<file path="src/rtl/controlador_soma_serial.sv">
// Serial wide adder/subtractor: one shared 4-bit ripple adder walks the operands
// a nibble per cycle, LSB first, chaining the carry through a register.

module somador_4bits (
    input  logic [3:0] i_a,
    input  logic [3:0] i_b,
    input  logic       i_cin,
    output logic [3:0] o_soma,
    output logic       o_cout
);
    logic [4:0] w_c;

    assign w_c[0] = i_cin;

    // Four chained full adders.
    for (genvar i = 0; i < 4; i++) begin : g_fa
        assign o_soma[i]  = i_a[i] ^ i_b[i] ^ w_c[i];
        assign w_c[i + 1] = (i_a[i] & i_b[i]) | (w_c[i] & (i_a[i] ^ i_b[i]));
    end

    assign o_cout = w_c[4];
endmodule

module controlador_soma_serial #(
    parameter int unsigned NIBBLES = 4
) (
    input  logic                   clk,
    input  logic                   rst,
    input  logic                   inicio,
    input  logic                   sub,
    input  logic                   cin,
    input  logic [4*NIBBLES-1:0]   a,
    input  logic [4*NIBBLES-1:0]   b,
    output logic                   ocupado,
    output logic                   pronto,
    output logic [4*NIBBLES-1:0]   soma,
    output logic                   carry_out,
    output logic                   overflow
);
    localparam int unsigned W     = 4 * NIBBLES;
    localparam int unsigned IDX_W = (NIBBLES > 1) ? $clog2(NIBBLES) : 1;

    typedef enum logic [1:0] {
        OCIOSO    = 2'd0,
        SOMANDO   = 2'd1,
        CONCLUIDO = 2'd2
    } estado_t;

    estado_t            r_estado;
    estado_t            w_prox_estado;

    logic [W-1:0]       r_a;
    logic [W-1:0]       r_b;
    logic               r_carry;
    logic [IDX_W-1:0]   r_idx;
    logic [W-1:0]       r_soma;
    logic               r_carry_out;
    logic               r_overflow;
    logic               r_ocupado;
    logic               r_pronto;

    logic [W-1:0]       w_a_prox;
    logic [W-1:0]       w_b_prox;
    logic               w_carry_prox;
    logic [IDX_W-1:0]   w_idx_prox;
    logic [W-1:0]       w_soma_prox;
    logic               w_carry_out_prox;
    logic               w_overflow_prox;

    logic [3:0]         w_a_nib;
    logic [3:0]         w_b_nib;
    logic [3:0]         w_add_soma;
    logic               w_add_cout;

    // Current nibble of each latched operand.
    assign w_a_nib = 4'(r_a >> {r_idx, 2'b00});
    assign w_b_nib = 4'(r_b >> {r_idx, 2'b00});

    somador_4bits u_somador (
        .i_a    (w_a_nib),
        .i_b    (w_b_nib),
        .i_cin  (r_carry),
        .o_soma (w_add_soma),
        .o_cout (w_add_cout)
    );

    always_ff @(posedge clk) begin
        if (rst) begin
            r_estado <= OCIOSO;
        end else begin
            r_estado <= w_prox_estado;
        end
    end

    always_comb begin
        w_prox_estado    = r_estado;
        w_a_prox         = r_a;
        w_b_prox         = r_b;
        w_carry_prox     = r_carry;
        w_idx_prox       = r_idx;
        w_soma_prox      = r_soma;
        w_carry_out_prox = r_carry_out;
        w_overflow_prox  = r_overflow;

        case (r_estado)
            OCIOSO, CONCLUIDO: begin
                if (inicio) begin
                    w_a_prox      = a;
                    w_b_prox      = sub ? ~b : b;
                    w_carry_prox  = sub ? 1'b1 : cin;
                    w_idx_prox    = '0;
                    w_prox_estado = SOMANDO;
                end else begin
                    w_prox_estado = OCIOSO;
                end
            end
            SOMANDO: begin
                for (int unsigned i = 0; i < NIBBLES; i++) begin
                    if (r_idx == IDX_W'(i)) begin
                        w_soma_prox[4*i +: 4] = w_add_soma;
                    end
                end
                w_carry_prox = w_add_cout;
                w_idx_prox   = IDX_W'(r_idx + 1'b1);
                if (r_idx == IDX_W'(NIBBLES - 1)) begin
                    // Sign rule uses the latched B, so subtraction sees ~b.
                    w_carry_out_prox = w_add_cout;
                    w_overflow_prox  = (r_a[W-1] == r_b[W-1]) && (w_add_soma[3] != r_a[W-1]);
                    w_idx_prox       = '0;
                    w_prox_estado    = CONCLUIDO;
                end
            end
            default: begin
                w_prox_estado = OCIOSO;
            end
        endcase
    end

    // Datapath and registered status flags follow the next state.
    always_ff @(posedge clk) begin
        if (rst) begin
            r_a         <= '0;
            r_b         <= '0;
            r_carry     <= 1'b0;
            r_idx       <= '0;
            r_soma      <= '0;
            r_carry_out <= 1'b0;
            r_overflow  <= 1'b0;
            r_ocupado   <= 1'b0;
            r_pronto    <= 1'b0;
        end else begin
            r_a         <= w_a_prox;
            r_b         <= w_b_prox;
            r_carry     <= w_carry_prox;
            r_idx       <= w_idx_prox;
            r_soma      <= w_soma_prox;
            r_carry_out <= w_carry_out_prox;
            r_overflow  <= w_overflow_prox;
            r_ocupado   <= (w_prox_estado == SOMANDO);
            r_pronto    <= (w_prox_estado == CONCLUIDO);
        end
    end

    assign ocupado   = r_ocupado;
    assign pronto    = r_pronto;
    assign soma      = r_soma;
    assign carry_out = r_carry_out;
    assign overflow  = r_overflow;
endmodule

</file>
<file path="config.mk">
export PLATFORM = sky130hd
export DESIGN_NAME = controlador_soma_serial
export DESIGN_NICKNAME = d
export VERILOG_FILES = /design/src/rtl/controlador_soma_serial.sv
export SDC_FILE = /design/constraint.sdc
export NUM_CORES = 1
export LEC_CHECK = 0
export ABC_AREA = 1
export CORE_MARGIN = 1.5
export CORE_UTILIZATION = 54
export DETAILED_ROUTE_END_ITERATION = 16
export PLACE_DENSITY = 0.85
export SETUP_SLACK_MARGIN = 0.3
export SYNTH_ARGS = -nofsm -noshare
export SYNTH_HDL_FRONTEND = slang
export SYNTH_HIERARCHICAL = 1
export SYNTH_SLANG_ARGS = --single-unit
</file>
<file path="constraint.sdc">
create_clock -name clk -period 6.3 [get_ports clk]
set_input_delay 0.63 -clock clk [delete_from_list [all_inputs] [get_ports clk]]
set_output_delay 0.63 -clock clk [all_outputs]
set_load 0.05 [all_outputs]
</file>
==> results_dict.tcl, run 1 <==
set metrics [dict create \
    outcome "complete, no violations" \
    final_nets 428 \
    worstHoldStart "soma[12]" \
    cts_root_buf "clkbuf_8" \
    setup_viol 0 \
    grt_pass1_wl_mm 8.77 \
    setup-tns-final_ns 0 \
    maxSlewViolCount 0 \
    worst_pin_slew_ns 1.06 \
    cpMaxStageDelayCell "dfxtp_1" \
    dp_hpwl_mm 3.70 \
    cts_tree "yes" \
    grt_pass1_vias 2018 \
    synthDominantCellAreaShare_pct 44.2 \
    path_common_cell "inv_1" \
    holdBufCountCts 0 \
    die_area_mm2 0.00520 \
    min_path_type "flip-flop to flip-flop" \
    clock_latency_ns 0.33 \
    cp_data_arrival_time_ns 3.85 \
    wire_per_inst_um 12.1 \
    hold_viol 0 \
    drv_cap 0 \
    startpoint "r_idx[0]" \
    ir_drop_uv 188 \
    final_util_pct 73.7 \
    post-route-drc-count 0 \
    drive_above_1_share_pct 6.70 \
    vias_per_cell 5.19 \
    synth.distinct_cells 24 \
    path_max_fanout 20 \
    path_buf_inv 7 \
    core_mm2 0.00447 \
    r2r-start "r_idx[0]" \
    io_pins 57 \
    fin_cells 440 \
    cpLargestDelayFamily "adder cells" \
    ctsResizeCount 0 \
    antenna_cells 0 \
    clockBufferDepth 2 \
    first_pass_iters 5 \
    syn_inst 333 \
    clock_sinks 57 \
    stdcell_area_mm2 0.00330 \
    via_count 2284 \
    powerDensity_mw_per_mm2 280 \
    area_growth_pct 27.9 \
    rsz0062_at_grt "no" \
    leakagePower_nw 1.35 \
    ys_warn_count 6 \
    grt_max_degree 49 \
    crit_required_ns 6.58 \
    ys_ff_latch 57 \
    htreeDepth 3 \
    postRouteAntennaNets 0 \
    placed_cells 424 \
    placementRows 24 \
    grt_usage_pct 22.2 \
    portBuffers 56 \
    yosysTopAreaCell "dfxtp_1" \
    cts_buffers 9 \
    syn_area_mm2 0.00258 \
    drt_iter0_drc 137 \
    fin_crit_ns 3.57 \
    path_cells "inv_1, o21ai_0, o22ai_1, fa_1, inv_1, fa_1, inv_1, fa_1, inv_1, fa_1, inv_1, inv_1, nor2_1, nand2_1, nand3_1, nand2_1, inv_1" \
    critPathLaunchType "flip-flop" \
    gp_congestion 0.922 \
    syn_avg_cell_area_um2 7.75 \
    overflow 0 \
    synth_area_leaders "dfxtp_1 (44%), o21ai_0 (12%), nor2_1 (11%)" \
    die_h_um 72.1 \
    initial_utilization_pct 57.7 \
    wl_mm 5.31 \
    cts_setup_buffers 0 \
    worstSetupPathType "flip-flop to flip-flop" \
    max_slew_margin_pct 29.4 \
    syn_nets 378 \
    crit_path_end_kind "flip-flop" \
    path_clk_slew_ns 0.06 \
    min_period_over_period_pct 56.7 \
    grt_antenna_before_repair 0 \
    max_freq_mhz 280 \
    ys_seq_area_share_pct 44.2 \
    fp.dieW_um 72.1 \
    dpl_cell_area_mm2 0.00309 \
    final.setup_skew_ns 0.00789 \
    slowest_delay_ns 0.68 \
]
cell usage in the layout, fill, tap and decap left out, drive strengths merged:
master,netlist,layout
dfxtp,57,57
nor2,80,80
fa,4,4
ha,4,4
buf,10,1
xnor2,16,16
nand2,20,20
clkinv,1,2
o21ai,60,60
a21oi,26,26
clkbuf,8,14
nand3,8,8
inv,31,31
o22ai,8,8
bufinv,0,1
clkdlybuf4s50,0,56
through the flow:
stage	hold slack (ns)	setup slack, ns	power (mW)
2_1_floorplan	0.449	3.40	0.526
3_3_place_gp	0.455	2.90	0.576
3_5_place_dp	0.461	2.78	0.580
4_1_cts	0.471	2.77	0.929
5_1_grt	0.493	2.38	0.968
6_report	0.469	2.73	0.924
layer usage:
metal | vias up | track usage [%] | part of all wire, %
met3 | 11 | 9.44 | 5.7
met5 | - | 0 | 0
met1 | 1028 | 26.8 | 46
met4 | 0 | 8.60 | 2.0
li1 | 1175 | - | -
met2 | 70 | 35.1 | 46
registers in the layout, indices dropped and copies added (netlist names):
register,flops
r_estado,2
overflow,1
ocupado,1
r_idx,2
r_carry,1
carry_out,1
pronto,1
r_a,16
soma,16
r_b,16
worst register-to-register path, delay by kind of cell, from the launching register on:
| family | cells | cell delay (ns) |
|---|---|---|
| DFF | 1 | 0.68 |
| AOI/OAI and AO/OA | 2 | 0.38 |
| adders and majority gates | 4 | 1.35 |
| and+or+nand+nor | 4 | 0.25 |
| buffers and inverters | 7 | 0.87 |
synthesized netlist by cell type:
| cell | instances |
|---|---|
| buf_6 | 5 |
| nand2_4 | 1 |
| o22ai_1 | 8 |
| nand3_1 | 7 |
| dfxtp_1 | 57 |
| ha_1 | 4 |
| fa_1 | 4 |
| clkbuf_4 | 1 |
| nand2_2 | 1 |
| buf_4 | 2 |
| nand2_1 | 18 |
| nor2_1 | 76 |
| clkbuf_1 | 6 |
| nor2_2 | 3 |
| a21oi_1 | 26 |
| o21ai_0 | 60 |
| xnor2_1 | 16 |
| clkbuf_2 | 1 |
| clkinv_2 | 1 |
| inv_2 | 3 |
| nand3_2 | 1 |
| inv_1 | 28 |
| nor2_4 | 1 |
| buf_2 | 3 |
logic make-up (layout without fill, tap and decap cells):
kind of cell	after synthesis	after routing	synth area share [%]
adders and majority gates	8	8	5.04
buffers and inverters	50	105	9.41
and+or+nand+nor	108	108	17.3
AOI/OAI and AO/OA	94	94	18.6
DFF	57	57	44.2
xor gates and xnor gates	16	16	5.43
layout make-up:
cell class / count / area [um^2]
Tap cell: 52 / 65.1
Fill cell: 358 / 1170
Sequential cell: 57 / 1140
Timing Repair Buffer: 57 / 568
Multi-Input combinational cell: 226 / 1200
Clock inverter: 2 / 35.0
Inverter: 32 / 121
Clock buffer: 14 / 173
final timing paths:
check / slack [ns] / endpoint / depth (start not counted)
worst max-delay path: 2.73 / overflow / 17
worst min-delay path: 0.47 / soma[12] / 2
worst max register to register: 2.73 / overflow / 17
worst min register to register: 0.47 / soma[12] / 2
power breakdown:
group / internal (mW) / total, mW / switching (mW)
clock network: 0.215 / 0.349 / 0.134
logic: 0.0702 / 0.171 / 0.101
registers: 0.386 / 0.404 / 0.0181
total: 0.671 / 0.924 / 0.253
Note: power is estimated with default switching activity, not from simulation.
==> run 2: changes to the inputs <==
- CORE_UTILIZATION: 54 -> 50
- PLACE_DENSITY: 0.85 -> 0.79
- clock period: 6.3 -> 3.4 ns (I/O delays scaled with it)
==> run 2 against run 1 <==
  * Final cell count grew 4.5%
  * Via count grew 1.5%
  * Register-to-register slack lost 2.2 ns
  * Wire length grew 6.2%
  * Sequential share of layout area shrank 0.51 points
  * Setup slack lost 2.2 ns
  * Global-route usage grew 0.67 points
  * Clock-buffer cell count grew 1
  * Sequential cell count is the same
  * Worst hold slack lost 0.0054 ns
==> results_dict.tcl, run 2 (synthesized netlist as in run 1, its figures left out) <==
set metrics [dict create \
    drive_above_1_share_pct 9.67 \
    r2r_setup_slack_ns 0.56 \
    clock_latency_ns 0.34 \
    cts_root_buf "clkbuf_8" \
    outcome "complete, no violations" \
    clock_sinks 57 \
    wire_per_inst_um 12.3 \
    crit_path_end_kind "flip-flop" \
    holdWs_ns 0.463 \
    dpl_cell_area_mm2 0.00313 \
    nFillCells 425 \
    initial_utilization_pct 53.2 \
    dp_hpwl_mm 3.99 \
    cp_data_arrival_time_ns 3.13 \
    io_pins 57 \
    grt_antenna_before_repair 0 \
    area_growth_pct 30.6 \
    crit_required_ns 3.69 \
    htreeDepth 3 \
    path_max_fanout 12 \
    setup-tns-final_ns 0 \
    antenna_cells 0 \
    grt_usage_pct 22.8 \
    worstSetupPathType "flip-flop to flip-flop" \
    path_clk_slew_ns 0.06 \
    setup_viol 0 \
    clockBufferDepth 2 \
    path_common_cell "inv_1" \
    post-route-drc-count 0 \
    min_path_type "flip-flop to flip-flop" \
    gp_congestion 0.839 \
    layout_common_cells "nor2_1 (76), o21ai_0 (56), clkdlybuf4s50_1 (56), dfxtp_1 (55), a21oi_1 (26)" \
    fin_ws_ns 0.559 \
    worst_pin_slew_ns 0.914 \
    placementRows 25 \
    slowest_delay_ns 0.43 \
    first_pass_iters 4 \
    cts_tree "yes" \
    fp.dieW_um 74.8 \
    grt_max_degree 49 \
    via_count 2319 \
    overflow 0 \
    critPathLaunchType "flip-flop" \
    hold_depth 2 \
    leakagePower_nw 1.38 \
    max_freq_mhz 352 \
    ir_drop_uv 263 \
    multiInputGateArea_mm2 0.00120 \
    drv_cap 0 \
    final_nets 433 \
    grt_pass1_vias 2080 \
    hold_viol 0 \
    cpMaxStageDelayCell "fa_1" \
    core_mm2 0.00485 \
    final_common_cell "nor2_1" \
    portBuffers 56 \
    final.setup_skew_ns 0.00589 \
    max_slew_margin_pct 38.9 \
    drt_iter0_drc 147 \
    stdcell_area_mm2 0.00337 \
    wl_mm 5.64 \
    fin_crit_ns 2.84 \
    postRouteAntennaNets 0 \
    cts_buffers 9 \
    grt_pass1_wl_mm 9.31 \
    maxSlewViolCount 0 \
    die_h_um 74.8 \
    rsz0062_at_grt "no" \
    path_cells "buf_4, o21ai_1, o22ai_1, fa_1, inv_1, fa_1, inv_1, fa_1, inv_1, fa_1, inv_2, inv_1, nor2_1, nand2_1, nand3_1, nand2_1, inv_1" \
    die_area_mm2 0.00560 \
    min_period_over_period_pct 83.5 \
    place_ws_ns 0.287 \
    final-seq-area_mm2 0.00115 \
    rr_worst_depth 17 \
    powerDensity_mw_per_mm2 510 \
    vias_per_cell 5.04 \
]
[run 2: cell count changes in the layout (fill, tap and decap cells not counted), moves of 3 or more]
cell | previous run | this run
o21ai_0 | 60 | 56
buf_4 | 1 | 6
clkbuf_8 | 12 | 15
inv_1 | 28 | 25
o21ai_1 | 0 | 4
[run 2: area by class of cell]
cell class,count,area share [%]
clock inverters,1,0.148
flip-flops and latches,57,34.1
clock buffers,15,6.12
inverters,32,3.71
multi-input cells,226,35.5
well taps,67,2.49
repair buffers,62,18.0
[run 2: final timing paths]
path	from	to
setup / recovery	r_idx[0]	overflow
hold / removal	soma[13]	soma[13]
setup reg to reg	r_idx[0]	overflow
hold reg to reg	soma[13]	soma[13]
[run 2: worst max-delay path, delay by kind of cell (launching register included)]
kind	cells	cell delay [ns]
AO/OA/AOI/OAI	2	0.24
flip-flops	1	0.37
AND/OR/NAND/NOR	4	0.25
adder cells (fa/ha/maj)	4	1.35
buffers and inverters	7	0.57
[run 2: repair_timing]
item,CTS,global route
setup endpoints to repair,1,4
hold buffers,0,0
resized for setup,1,10
setup buffers,0,2
[run 2: through the flow]
step / instances / power (mW) / util (%)
after floorplan: 333 / 0.975 / -
after global placement: 442 / 1.08 / 64.6
after detailed placement: 442 / 1.08 / 64.6
after CTS: 458 / 1.72 / 69.0
after global routing: 460 / 1.80 / 69.5
final: 460 / 1.72 / 69.5
[run 2: report_power, final]
group          switching, mW  total [mW]  internal [mW]
sequential            0.0327       0.747          0.714
clock                  0.261       0.644          0.383
combinational          0.194       0.328          0.135
[run 2: routing by layer]
layer | global-route usage (%) | share of wire, % | up-vias
met5 | 0 | 0 | -
met4 | 11.7 | 1.8 | 0
met3 | 6.56 | 5.2 | 10
met2 | 36.3 | 47 | 65
met1 | 28.2 | 46 | 1051
li1 | - | - | 1193
==> edit 1, RTL diff (flow settings as in run 2) <==
Encoding of `estado_t`: now one-hot (3 bits for 3 values).
--- a/src/rtl/controlador_soma_serial.sv
+++ b/src/rtl/controlador_soma_serial.sv
@@ -42,6 +42,6 @@
 
-    typedef enum logic [1:0] {
-        OCIOSO    = 2'd0,
-        SOMANDO   = 2'd1,
-        CONCLUIDO = 2'd2
+    typedef enum logic [2:0] {
+        OCIOSO    = 3'b001,
+        SOMANDO   = 3'b010,
+        CONCLUIDO = 3'b100
     } estado_t;
Check against the original RTL: no difference found for any inputs over 10 cycles, from zero or initial values and one cycle with rst high; not proved beyond that.
==> edit 1 against run 2 <==
  * Cell count rose by 6.3%
  * Routed wire length is 8.0% higher
  * Sequential power is 1% lower
  * Sequential cell count increased by 1
  * Worst setup slack got worse by 0.072 ns
  * Total power decreased by 6.2%
  * Global-route usage decreased by 1.4 points
  * Sequential share of layout area down 2.0 points
  * Design area increased by 7.5%
  * Synthesized area grew 11%
  * Largest power group unchanged
  * Highest routed layer unchanged
  * Non-clock buffer count is the same
  * Synthesized cell count grew 8.1%
  * Core utilization is 3.7 points lower
==> edit 1: results (changes against run 2) <==
| Metric | Value |
|---|---|
| GRT met3 Usage | `4.88% (was 6.56%)` |
| Reg clk slew, reported paths | `0.07 ns` |
| Met2 wire len | `2930 µm (was 2660 µm)` |
| Ys async rst share | `0% (unchanged)` |
| Worst min-delay path category | `reg2reg (unchanged)` |
| Crit path DAT | `3.14 ns (was 3.13 ns)` |
| GR Util met1 | `27.3% (was 28.2%)` |
| Clk_skew | `0.00637 ns (was 0.00589 ns)` |
| Initial DRC count | `126 (was 147)` |
| Crit path max fanout | `14 (was 12)` |
| Vias in the first global route | `2286 (was 2080)` |
| Status | `completed (unchanged)` |
| Final Hold Vio Count | `0 (unchanged)` |
| Count of nets after finishing | `458 (was 433)` |
| Non-filler cells, final | `489 (was 460)` |
| Clk pwr share | `38.1% (was 37.5%)` |
| Tot GR Track Use | `21.5% (was 22.8%)` |
| DP Wirelength | `4230 µm (was 3990 µm)` |
| Initial antenna violation count | `0 (unchanged)` |
| M1 WL | `2830 µm (was 2580 µm)` |
| Worst-Skew Late Latency | `0.33 ns` |
| Leak Pwr | `1.49 nW (was 1.38 nW)` |
| # fillers | `457 (was 425)` |
| Uppermost layer routed | `met4 (unchanged)` |
| Slowest cell delay on critical path | `0.42 ns` |
| Crit path max-delay cell type | `fa_1 (unchanged)` |
| Drt first pass iters | `4 (unchanged)` |
| Routed len/inst | `12.4 µm (was 12.3 µm)` |
| Post-synthesis sequential area ratio | `40.5% (was 44.2%)` |
| Placed cell areas | `0.00340 mm² (was 0.00313 mm²)` |
| Port Buffers | `56 (unchanged)` |
| Placed Cells | `471 (was 442)` |
| VDD IR-drop max | `244 µV (was 263 µV)` |
| CTS root buffer | `clkbuf_8 (unchanged)` |
| Grt met2 use | `34.7% (was 36.3%)` |
| Pin count of the biggest net entering global routing | `53 (was 49)` |
| Via count | `2471 (was 2319)` |
| Ys Warns | `6 (unchanged)` |
| First-pass GRT wire length | `10400 µm (was 9310 µm)` |
| Syn nets | `405 (was 378)` |
| Worst-Margin Slew | `0.841 ns (was 0.914 ns)` |
| H-tree depth | `3 (unchanged)` |
| Maximum buffer depth of the clock tree | `2 (unchanged)` |
| Count of cell types in the netlist | `27 (was 24)` |
| GP Congestion | `0.841 (was 0.839)` |
| CTS buffer count | `9 (unchanged)` |
| Area contributors post-synth | `dfxtp_1 (41%), nand2_1 (9.6%), a21oi_1 (7.7%), nor3b_2 (6.6%), xor2_1 (4.9%) (was dfxtp_1 (44%), o21ai_0 (12%), nor2_1 (11%), xnor2_1 (5.4%), a21oi_1 (5.0%))` |
| ANT cells | `0 (unchanged)` |
| Mean post-synth cell area | `7.96 µm² (was 7.75 µm²)` |
| Layout cell share with drive strength beyond 1 | `12.2% (was 9.67%)` |
| Met3 WL | `250 µm (was 294 µm)` |
| Critical path's top delay family | `adder cells (unchanged)` |
| Switching Share | `26.6% (was 28.4%)` |
| Most common library cells after synthesis | `nand2_1 (73), dfxtp_1 (58), a21oi_1 (44), inv_1 (31), nor2_1 (28) (was nor2_1 (76), o21ai_0 (60), dfxtp_1 (57), inv_1 (28), a21oi_1 (26))` |
==> edit 1: path summary, 6_finish.rpt <==
kind / from / endpoint / slack (ns) / cells after the start
setup reg to reg: r_idx[1] / overflow / 0.49 / 17
hold reg to reg: soma[4] / soma[4] / 0.46 / 2
setup / recovery: r_idx[1] / overflow / 0.49 / 17
hold / removal: soma[4] / soma[4] / 0.46 / 2
==> edit 1: layout make-up <==
| type | count | area [µm²] | share of cell area, % |
|---|---|---|---|
| clock inverters | 5 | 55.1 | 1.52 |
| inverters | 34 | 136 | 3.77 |
| clock buffers | 10 | 138 | 3.80 |
| flip-flops and latches | 58 | 1160 | 32.1 |
| repair buffers | 62 | 601 | 16.6 |
| multi-input cells | 248 | 1440 | 39.8 |
| well taps | 72 | 90.1 | 2.49 |
==> edit 1: per-stage QoR <==
stage	setup slack (ns)	utilization, %
after global routing	0.306	65.8
final	0.488	65.8
after CTS	0.304	65.3
after global placement	0.460	61.8
after floorplan	0.541	-
after detailed placement	0.330	61.8
==> edit 1: power groups by stage <==
stage	Combinational (mW)	Clock, mW	Sequential [mW]
after floorplan	0.176	0	0.752
after global placement	0.249	0	0.753
after detailed placement	0.255	0	0.754
after CTS	0.256	0.629	0.739
after global routing	0.290	0.657	0.743
final	0.258	0.615	0.739
==> edit 1: cell families (layout without fill, tap and decap cells) <==
logic type	after synthesis	count (layout)	share of synthesized area [%]
buffers and inverters	54	111	9.13
adders and majority gates	8	8	4.54
DFF	58	58	40.5
AOI/OAI and AO/OA	61	61	10.8
xor gates and xnor gates	16	16	4.89
and+or+nand+nor	163	163	30.1
==> edit 1: timing repair <==
| action | in CTS | in global routing |
|---|---|---|
| buffers inserted | 0 | 3 |
| setup endpoints to repair | 0 | 5 |
| resized for setup | 0 | 4 |
==> edit 2, RTL diff (settings of run 2) <==
Without the edit above. The parameter `NIBBLES` goes from 4 to 2.
--- a/src/rtl/controlador_soma_serial.sv
+++ b/src/rtl/controlador_soma_serial.sv
@@ -24,3 +24,3 @@
 module controlador_soma_serial #(
-    parameter int unsigned NIBBLES = 4
+    parameter int unsigned NIBBLES = 2
 ) (
Ports: changed (resized a, b and soma); port bits go from 57 to 33. No check against the original RTL was run, so the function may have changed too.
==> edit 2 against run 2 <==
  * Total power is 52% lower
  * Critical path depth fell by 1
  * Critical endpoint unchanged
  * Clock skew grew 0.0024 ns
  * Synthesized area fell by 43%
  * Routed wire length shrank 50%
  * Sequential cell count down 25
  * Design area shrank 45%
  * Worst setup slack got worse by 0.011 ns
==> edit 2: results (changes against run 2) <==
| Metric | Value |
|---|---|
| Status | `completed (unchanged)` |
| Inverters | `24 (was 32)` |
| Slowest cell delay on critical path | `0.45 ns (was 0.43 ns)` |
| Mean post-synth cell area | `7.74 µm² (was 7.75 µm²)` |
| Crit path max fanout | `11 (was 12)` |
| Clock Buffer Count | `8 (was 15)` |
| Peak Freq | `0.351 GHz (was 0.352 GHz)` |
| Pre-CTS setup slack | `0.389 ns (was 0.287 ns)` |
| Syn nets | `215 (was 378)` |
| Fraction of area in multi-input gates | `37.1% (was 35.5%)` |
| VDD IR-drop max | `389 µV (was 263 µV)` |
| #MultiIn Comb | `125 (was 226)` |
| M1 WL | `1140 µm (was 2580 µm)` |
| Hold Slack | `0.465 ns (was 0.463 ns)` |
| Tot GR Track Use | `18.7% (was 22.8%)` |
| CTS buffer count | `5 (was 9)` |
| CTS root buffer | `clkbuf_4 (was clkbuf_8)` |
| # fillers | `250 (was 425)` |
| Post-CTS sizing | `0 (was 1)` |
| Non-clock buffer share | `17.4% (was 18.0%)` |
| Power per cell area | `450 mW/mm² (was 510 mW/mm²)` |
| Placed cell areas | `0.00178 mm² (was 0.00313 mm²)` |
| Routed WL | `2840 µm (was 5640 µm)` |
| Reg clk slew, reported paths | `0.09 ns (was 0.06 ns)` |
| GR Util met1 | `20.6% (was 28.2%)` |
| Drt first pass iters | `5 (was 4)` |
| Crit path launch | `r_idx (was r_idx[0])` |
| Leak Pwr | `0.754 nW (was 1.38 nW)` |
| Initial DRC count | `42 (was 147)` |
| Post-synthesis sequential area ratio | `43.5% (was 44.2%)` |
| Worst reg-to-reg path cell count | `16 (was 17)` |
| Crit path max-delay cell type | `dfxtp_2 (was fa_1)` |
| Worst slew margin | `58.6% (was 38.9%)` |
edit 2: cell types whose count changed in the layout (fill, tap and decap cells not counted), sizes merged, moves of 6 or more:
cell / before / now
o21ai: 60 / 18
xnor2: 16 / 8
clkbuf: 15 / 8
nor2: 80 / 21
nand2: 20 / 46
dfxtp: 57 / 32
o22ai: 8 / 0
clkdlybuf4s50: 56 / 32
buf: 6 / 0
inv: 30 / 22
edit 2: where the power goes:
| group | internal, mW | switching (mW) | total (mW) |
|---|---|---|---|
| clock network | 0.102 | 0.119 | 0.221 |
| registers | 0.403 | 0.0206 | 0.423 |
| logic | 0.0751 | 0.108 | 0.183 |
| total | 0.580 | 0.247 | 0.827 |
edit 2: kinds of logic after synthesis:
logic type / after synthesis / share of synthesized area, %
buffers and inverters: 33 / 10.1
xor gates and xnor gates: 8 / 4.76
adders and majority gates: 4 / 5.44
AOI/OAI and AO/OA: 39 / 13.8
DFF: 32 / 43.5
and+or+nand+nor: 74 / 22.4
